===== config.mk =====
export PLATFORM = sky130hd
export DESIGN_NAME = mem_req_issuer
export DESIGN_NICKNAME = d
export VERILOG_FILES = /design/src/rtl/mem_req_issuer.sv
export SDC_FILE = /design/constraint.sdc
export NUM_CORES = 1
export LEC_CHECK = 0
export ABC_AREA = 1
export CORE_UTILIZATION = 54
export CTS_BUF_LIST = sky130_fd_sc_hd__clkbuf_16
export DETAILED_ROUTE_END_ITERATION = 10
export GPL_ROUTABILITY_DRIVEN = 0
export GPL_TIMING_DRIVEN = 1
export HOLD_SLACK_MARGIN = 0.1
export PLACE_DENSITY = 0.95
export SKIP_LAST_GASP = 1
export SYNTH_ARGS = -nofsm -noshare
export SYNTH_HDL_FRONTEND = slang
export SYNTH_SLANG_ARGS = --single-unit

===== constraint.sdc =====
create_clock -name clk -period 9.01 [get_ports clk]
set_input_delay 1.3515 -clock clk [delete_from_list [all_inputs] [get_ports clk]]
set_output_delay 1.3515 -clock clk [all_outputs]
set_load 0.1 [all_outputs]

===== src/rtl/mem_req_issuer.sv =====
// Memory-stage request issuer: buffers load/store/branch requests from
// execute in a small circular FIFO and issues one per cycle into a
// registered issue slot. It captures load data and drops the younger
// buffered requests when the memory stage resolves a taken branch.
module mem_req_issuer #(
  parameter int DEPTH = 2
) (
  input  logic        clk,
  input  logic        rst_n,
  // Execute-side request handshake
  input  logic        req_valid,
  output logic        req_ready,
  input  logic [31:0] req_addr,
  input  logic [31:0] req_wdata,
  input  logic        req_write,
  input  logic        req_read,
  input  logic        req_branch,
  input  logic        req_zero,
  // Issue slot towards the memory stage
  output logic [31:0] Alu_Result,
  output logic [31:0] RD,
  output logic        MW,
  output logic        MR,
  output logic        Branch,
  output logic        Zero,
  // Memory-stage feedback
  input  logic        mem_stall,
  input  logic [31:0] ReadData,
  input  logic        PCsrc,
  // Results
  output logic [31:0] load_data,
  output logic        load_valid,
  output logic        flush
);

  localparam int PTR_W = $clog2(DEPTH);
  localparam int CNT_W = PTR_W + 1;
  localparam logic [CNT_W-1:0] DEPTH_C = CNT_W'(DEPTH);

  typedef struct packed {
    logic [31:0] addr;
    logic [31:0] wdata;
    logic        write;
    logic        read;
    logic        branch;
    logic        zero;
  } req_t;

  // FIFO storage and bookkeeping
  req_t             mem_q [DEPTH];
  logic [PTR_W-1:0] wr_ptr_q, wr_ptr_d;
  logic [PTR_W-1:0] rd_ptr_q, rd_ptr_d;
  logic [CNT_W-1:0] count_q,  count_d;

  // Issue slot and result registers
  logic [31:0] alu_q, alu_d;
  logic [31:0] rd_q, rd_d;
  logic        mw_q, mw_d;
  logic        mr_q, mr_d;
  logic        br_q, br_d;
  logic        zero_q, zero_d;
  logic [31:0] load_data_q, load_data_d;
  logic        load_valid_q, load_valid_d;
  logic        flush_q, flush_d;

  logic taken;
  logic push;
  logic pop;
  req_t head;
  req_t push_entry;

  // A taken branch is only honoured while the issued branch is actually
  // consumed; it overrides both the pop and any same-cycle push.
  assign req_ready  = rst_n && (count_q < DEPTH_C);
  assign taken      = br_q && !mem_stall && PCsrc;
  assign push       = req_valid && req_ready && !taken;
  assign pop        = !mem_stall && (count_q != '0) && !taken;
  assign head       = mem_q[rd_ptr_q];

  // A request claiming both write and read is kept as a plain store.
  assign push_entry = '{addr:   req_addr,
                        wdata:  req_wdata,
                        write:  req_write,
                        read:   req_read && !req_write,
                        branch: req_branch,
                        zero:   req_zero};

  // FIFO pointer and occupancy next-state.
  always_comb begin
    // NOTE: every signal assigned here gets a default first, so no path can leave one unassigned and infer a latch.
    wr_ptr_d = wr_ptr_q;
    rd_ptr_d = rd_ptr_q;
    count_d  = count_q;
    if (taken) begin
      wr_ptr_d = '0;
      rd_ptr_d = '0;
      count_d  = '0;
    end else begin
      if (push) wr_ptr_d = wr_ptr_q + PTR_W'(1);
      if (pop)  rd_ptr_d = rd_ptr_q + PTR_W'(1);
      case ({push, pop})
        2'b10:   count_d = count_q + CNT_W'(1);
        2'b01:   count_d = count_q - CNT_W'(1);
        default: count_d = count_q;
      endcase
    end
  end

  // Issue slot, load capture and flush next-state.
  always_comb begin
    alu_d  = alu_q;
    rd_d   = rd_q;
    mw_d   = mw_q;
    mr_d   = mr_q;
    br_d   = br_q;
    zero_d = zero_q;
    if (!mem_stall) begin
      // Bubble by default; address and write data keep their last values.
      mw_d   = 1'b0;
      mr_d   = 1'b0;
      br_d   = 1'b0;
      zero_d = 1'b0;
      if (pop) begin
        alu_d  = head.addr;
        rd_d   = head.wdata;
        mw_d   = head.write;
        mr_d   = head.read;
        br_d   = head.branch;
        zero_d = head.zero;
      end
    end
    load_valid_d = mr_q && !mem_stall;
    load_data_d  = load_valid_d ? ReadData : load_data_q;
    flush_d      = taken;
  end

  // FIFO storage write.
  always_ff @(posedge clk) begin
    // NOTE: the storage array is not reset; emptiness is defined by count/pointers, so stale entries are never observed.
    if (push) mem_q[wr_ptr_q] <= push_entry;
  end

  // State registers with synchronous active-low reset.
  always_ff @(posedge clk) begin
    // NOTE: non-blocking assignments here so every register samples pre-edge values regardless of statement order.
    if (!rst_n) begin
      wr_ptr_q     <= '0;
      rd_ptr_q     <= '0;
      count_q      <= '0;
      alu_q        <= '0;
      rd_q         <= '0;
      mw_q         <= 1'b0;
      mr_q         <= 1'b0;
      br_q         <= 1'b0;
      zero_q       <= 1'b0;
      load_data_q  <= '0;
      load_valid_q <= 1'b0;
      flush_q      <= 1'b0;
    end else begin
      wr_ptr_q     <= wr_ptr_d;
      rd_ptr_q     <= rd_ptr_d;
      count_q      <= count_d;
      alu_q        <= alu_d;
      rd_q         <= rd_d;
      mw_q         <= mw_d;
      mr_q         <= mr_d;
      br_q         <= br_d;
      zero_q       <= zero_d;
      load_data_q  <= load_data_d;
      load_valid_q <= load_valid_d;
      flush_q      <= flush_d;
    end
  end

  assign Alu_Result = alu_q;
  assign RD         = rd_q;
  assign MW         = mw_q;
  assign MR         = mr_q;
  assign Branch     = br_q;
  assign Zero       = zero_q;
  assign load_data  = load_data_q;
  assign load_valid = load_valid_q;
  assign flush      = flush_q;

endmodule


==> flow_summary.toml <==
[global_routing]
grt_pass1_wl_um = 31660
grt_max_degree = 101
overflow = 0
grt_pass1_vias = 6462
grtUsageTotal = 0.2400
antenna_found_initial = 0

[status]
status = "completed"

[min_path]
min_from = "wr_ptr_q"
hold_path_class = "flip-flop to flip-flop"

[detailed_routing]
drc_errors = 0
vias_per_cell = 5.015
drt_iter0_drc = 480
drt_wl_total_um = 20980
dr.pass1.iters = 5
ant_nets = 0
wl_per_cell_um = 15.81
vias = 6655

[clocking]
cts_root_buf = "clkbuf_16"
postCtsResizedCells = 0
clock_path_buffers = 3
cts_made_buffers = 24
cts_sinks = 243
cts_tree = "built"
worstSkewPairLatency_ns = 0.51
clk_pin_slew_ns = 0.06
post_cts_buffers = 0
h-tree-depth = 1
holdBufCountCts = 0

[cells_and_area]
antenna_cells = 0
fillCellCount = 1098
area_delta_synth_final_pct = 32.65
drive_above_1_share = 0.04320
final_core_util = 0.7403
nNetsFinal = 1200

[timing]
finalSetupTns_ns = 0
period_share = 0.4838
fin_worst_skew_ns = 0.01249
relSlewSlack = 0.3100
worst_pin_slew_ns = 1.032
period_minus_slack_ns = 4.359
setup-violations-final = 0
rsz0062_at_grt = "false"
fmax_mhz = 229.4
hold_viol = 0
holdWs_ns = 0.4679
drv_slew = 0

[placement]
hpwlAfterDp_um = 12920
numPortBuffers = 207

[critical_path]
crit_type = "input pin to output pin"
crit_end = "req_ready"
critPathLaunch = "rst_n"
crit_path_end_kind = "output pin"
reg2reg_from = "count_q[0]"
r2r_slack_ns = 6.08
required_ns = 7.66
cp_max_fo = 29
arrival_ns = 3.01
r2r_end = "count_q[1]"
cp-start-kind = "input pin"
ff2ff_path_depth = 8

[yosys]
synthMuxAreaShare = 0
ys_seq_elements = 243
synth_cell_types = 17
syn_area_um2 = 8930
postSynthNetCount = 1007
syn_inst = 901
yosys.area_share.simple = 0.1819
yosys.area_share.xor_xnor = 0
ys_seq_area_frac = 0.6972
synth_compound_area_frac = 0.05941
syn_area_per_cell_um2 = 9.911
synthAdderAreaFrac = 0.001401
synth_top_family_by_area = "simple AND/OR/NAND/NOR gates"
yosysWarnings = 0

[power_and_ir_drop]
powerDensity_nw_per_um2 = 258.4
leakagePower_nw = 4.794
ir_worst_vdd_uv = 213.1

[floorplan]
initial_core_util = 0.5581
dieArea_um2 = 17060
core_um2 = 16000
fp-row-count = 46
io_pins = 208
die_x_um = 130.6
die_y_um = 130.6

[flow_run]
drv_cap = 0
==> cells by family after synthesis <==
group	after synthesis
adder cells (fa/ha/maj)	1
flip-flops	243
AND/OR/NAND/NOR	429
buffers and inverters	122
AO/OA/AOI/OAI	106
==> per-stage QoR <==
stage | power, mW | area [um^2] | cells | setup WS [ns]
6_report | 3.061 | 11850 | 1327 | 4.651
5_1_grt | 3.172 | 11850 | 1327 | 4.615
4_1_cts | 3.077 | 11850 | 1327 | 4.660
3_5_place_dp | 2.106 | 11070 | 1284 | 4.553
3_3_place_gp | 2.083 | 11070 | 1284 | 4.608
2_1_floorplan | 1.906 | 8930 | 901 | 3.891
==> critical path, stage by stage <==
cell	delay [ns]
buf_4	0.29
nand2_1	0.13
inv_1	0.07
clkdlybuf4s50_1	1.14
==> state kept, by name (all words and copies together), names as in the netlist, named ones only <==
signal      count
Branch          1
mem_q         136
MR              1
rd_ptr_q        1
load_data      32
load_valid      1
RD             32
wr_ptr_q        1
flush           1
Zero            1
count_q         2
Alu_Result     32
MW              1
==> power breakdown <==
| part | switching [mW] | internal (mW) | total (mW) |
|---|---|---|---|
| Sequential | 0.0396 | 1.26 | 1.30 |
| Clock | 0.412 | 0.561 | 0.972 |
| Combinational | 0.590 | 0.201 | 0.790 |
| Total | 1.04 | 2.02 | 3.06 |
==> worst min path at each step <==
| stage | cells after the start | to | slack (ns) |
|---|---|---|---|
| after detailed placement | 2 | wr_ptr_q | 0.46 |
| after global placement | 2 | wr_ptr_q | 0.45 |
| final | 2 | wr_ptr_q | 0.47 |
| after CTS | 2 | wr_ptr_q | 0.47 |
| after floorplan | 2 | wr_ptr_q | 0.44 |
| after global routing | 2 | wr_ptr_q | 0.50 |
==> synth_stat cells <==
library cell    n  area, um^2
nor2_4          1       11.26
nand2_1       223       837.1
buf_1           4       15.01
a21oi_1        73       365.4
nand3_1         3       15.01
buf_4          12       90.09
o21ai_0        33       165.2
dfxtp_1       107        2142
nor2_1        201       754.5
ha_1            1       12.51
buf_2          21       105.1
or2_2           1       6.260
inv_1          74       277.8
clkbuf_1        8       30.03
buf_6           1       11.26
inv_2           2       7.510
edfxtp_1      136        4084
==> cell type report <==
class | instances | area, um^2 | share of cell area
repair buffers | 213 | 2115 | 0.1785
clock buffers | 25 | 625.6 | 0.05282
flip-flops and latches | 243 | 6227 | 0.5257
multi-input cells | 536 | 2175 | 0.1836
clock inverters | 18 | 146.4 | 0.01236
well taps | 216 | 270.3 | 0.02282
inverters | 76 | 286.5 | 0.02419
==> routing by layer <==
metal / wire (um) / track usage / part of all wire / vias to the layer above
li1: - / - / - / 3249
met2: 11090 / 0.4395 / 0.53 / 225
met3: 1191 / 0.03868 / 0.057 / 50
met1: 8028 / 0.2808 / 0.38 / 3131
met4: 673 / 0.09601 / 0.032 / 0
met5: 0 / 0 / 0 / -
==> layout by cell type, fill, tap and decap left out, types with 6 or more instances in the layout <==
master	synthesis	routed
nand2_1	223	223
clkdlybuf4s50_1	0	206
nor2_1	201	200
edfxtp_1	136	136
dfxtp_1	107	106
inv_1	74	76
a21oi_1	73	73
o21ai_0	33	33
clkbuf_16	0	25
buf_4	12	7
clkinv_1	0	6
(Power assumes the default switching activity.)
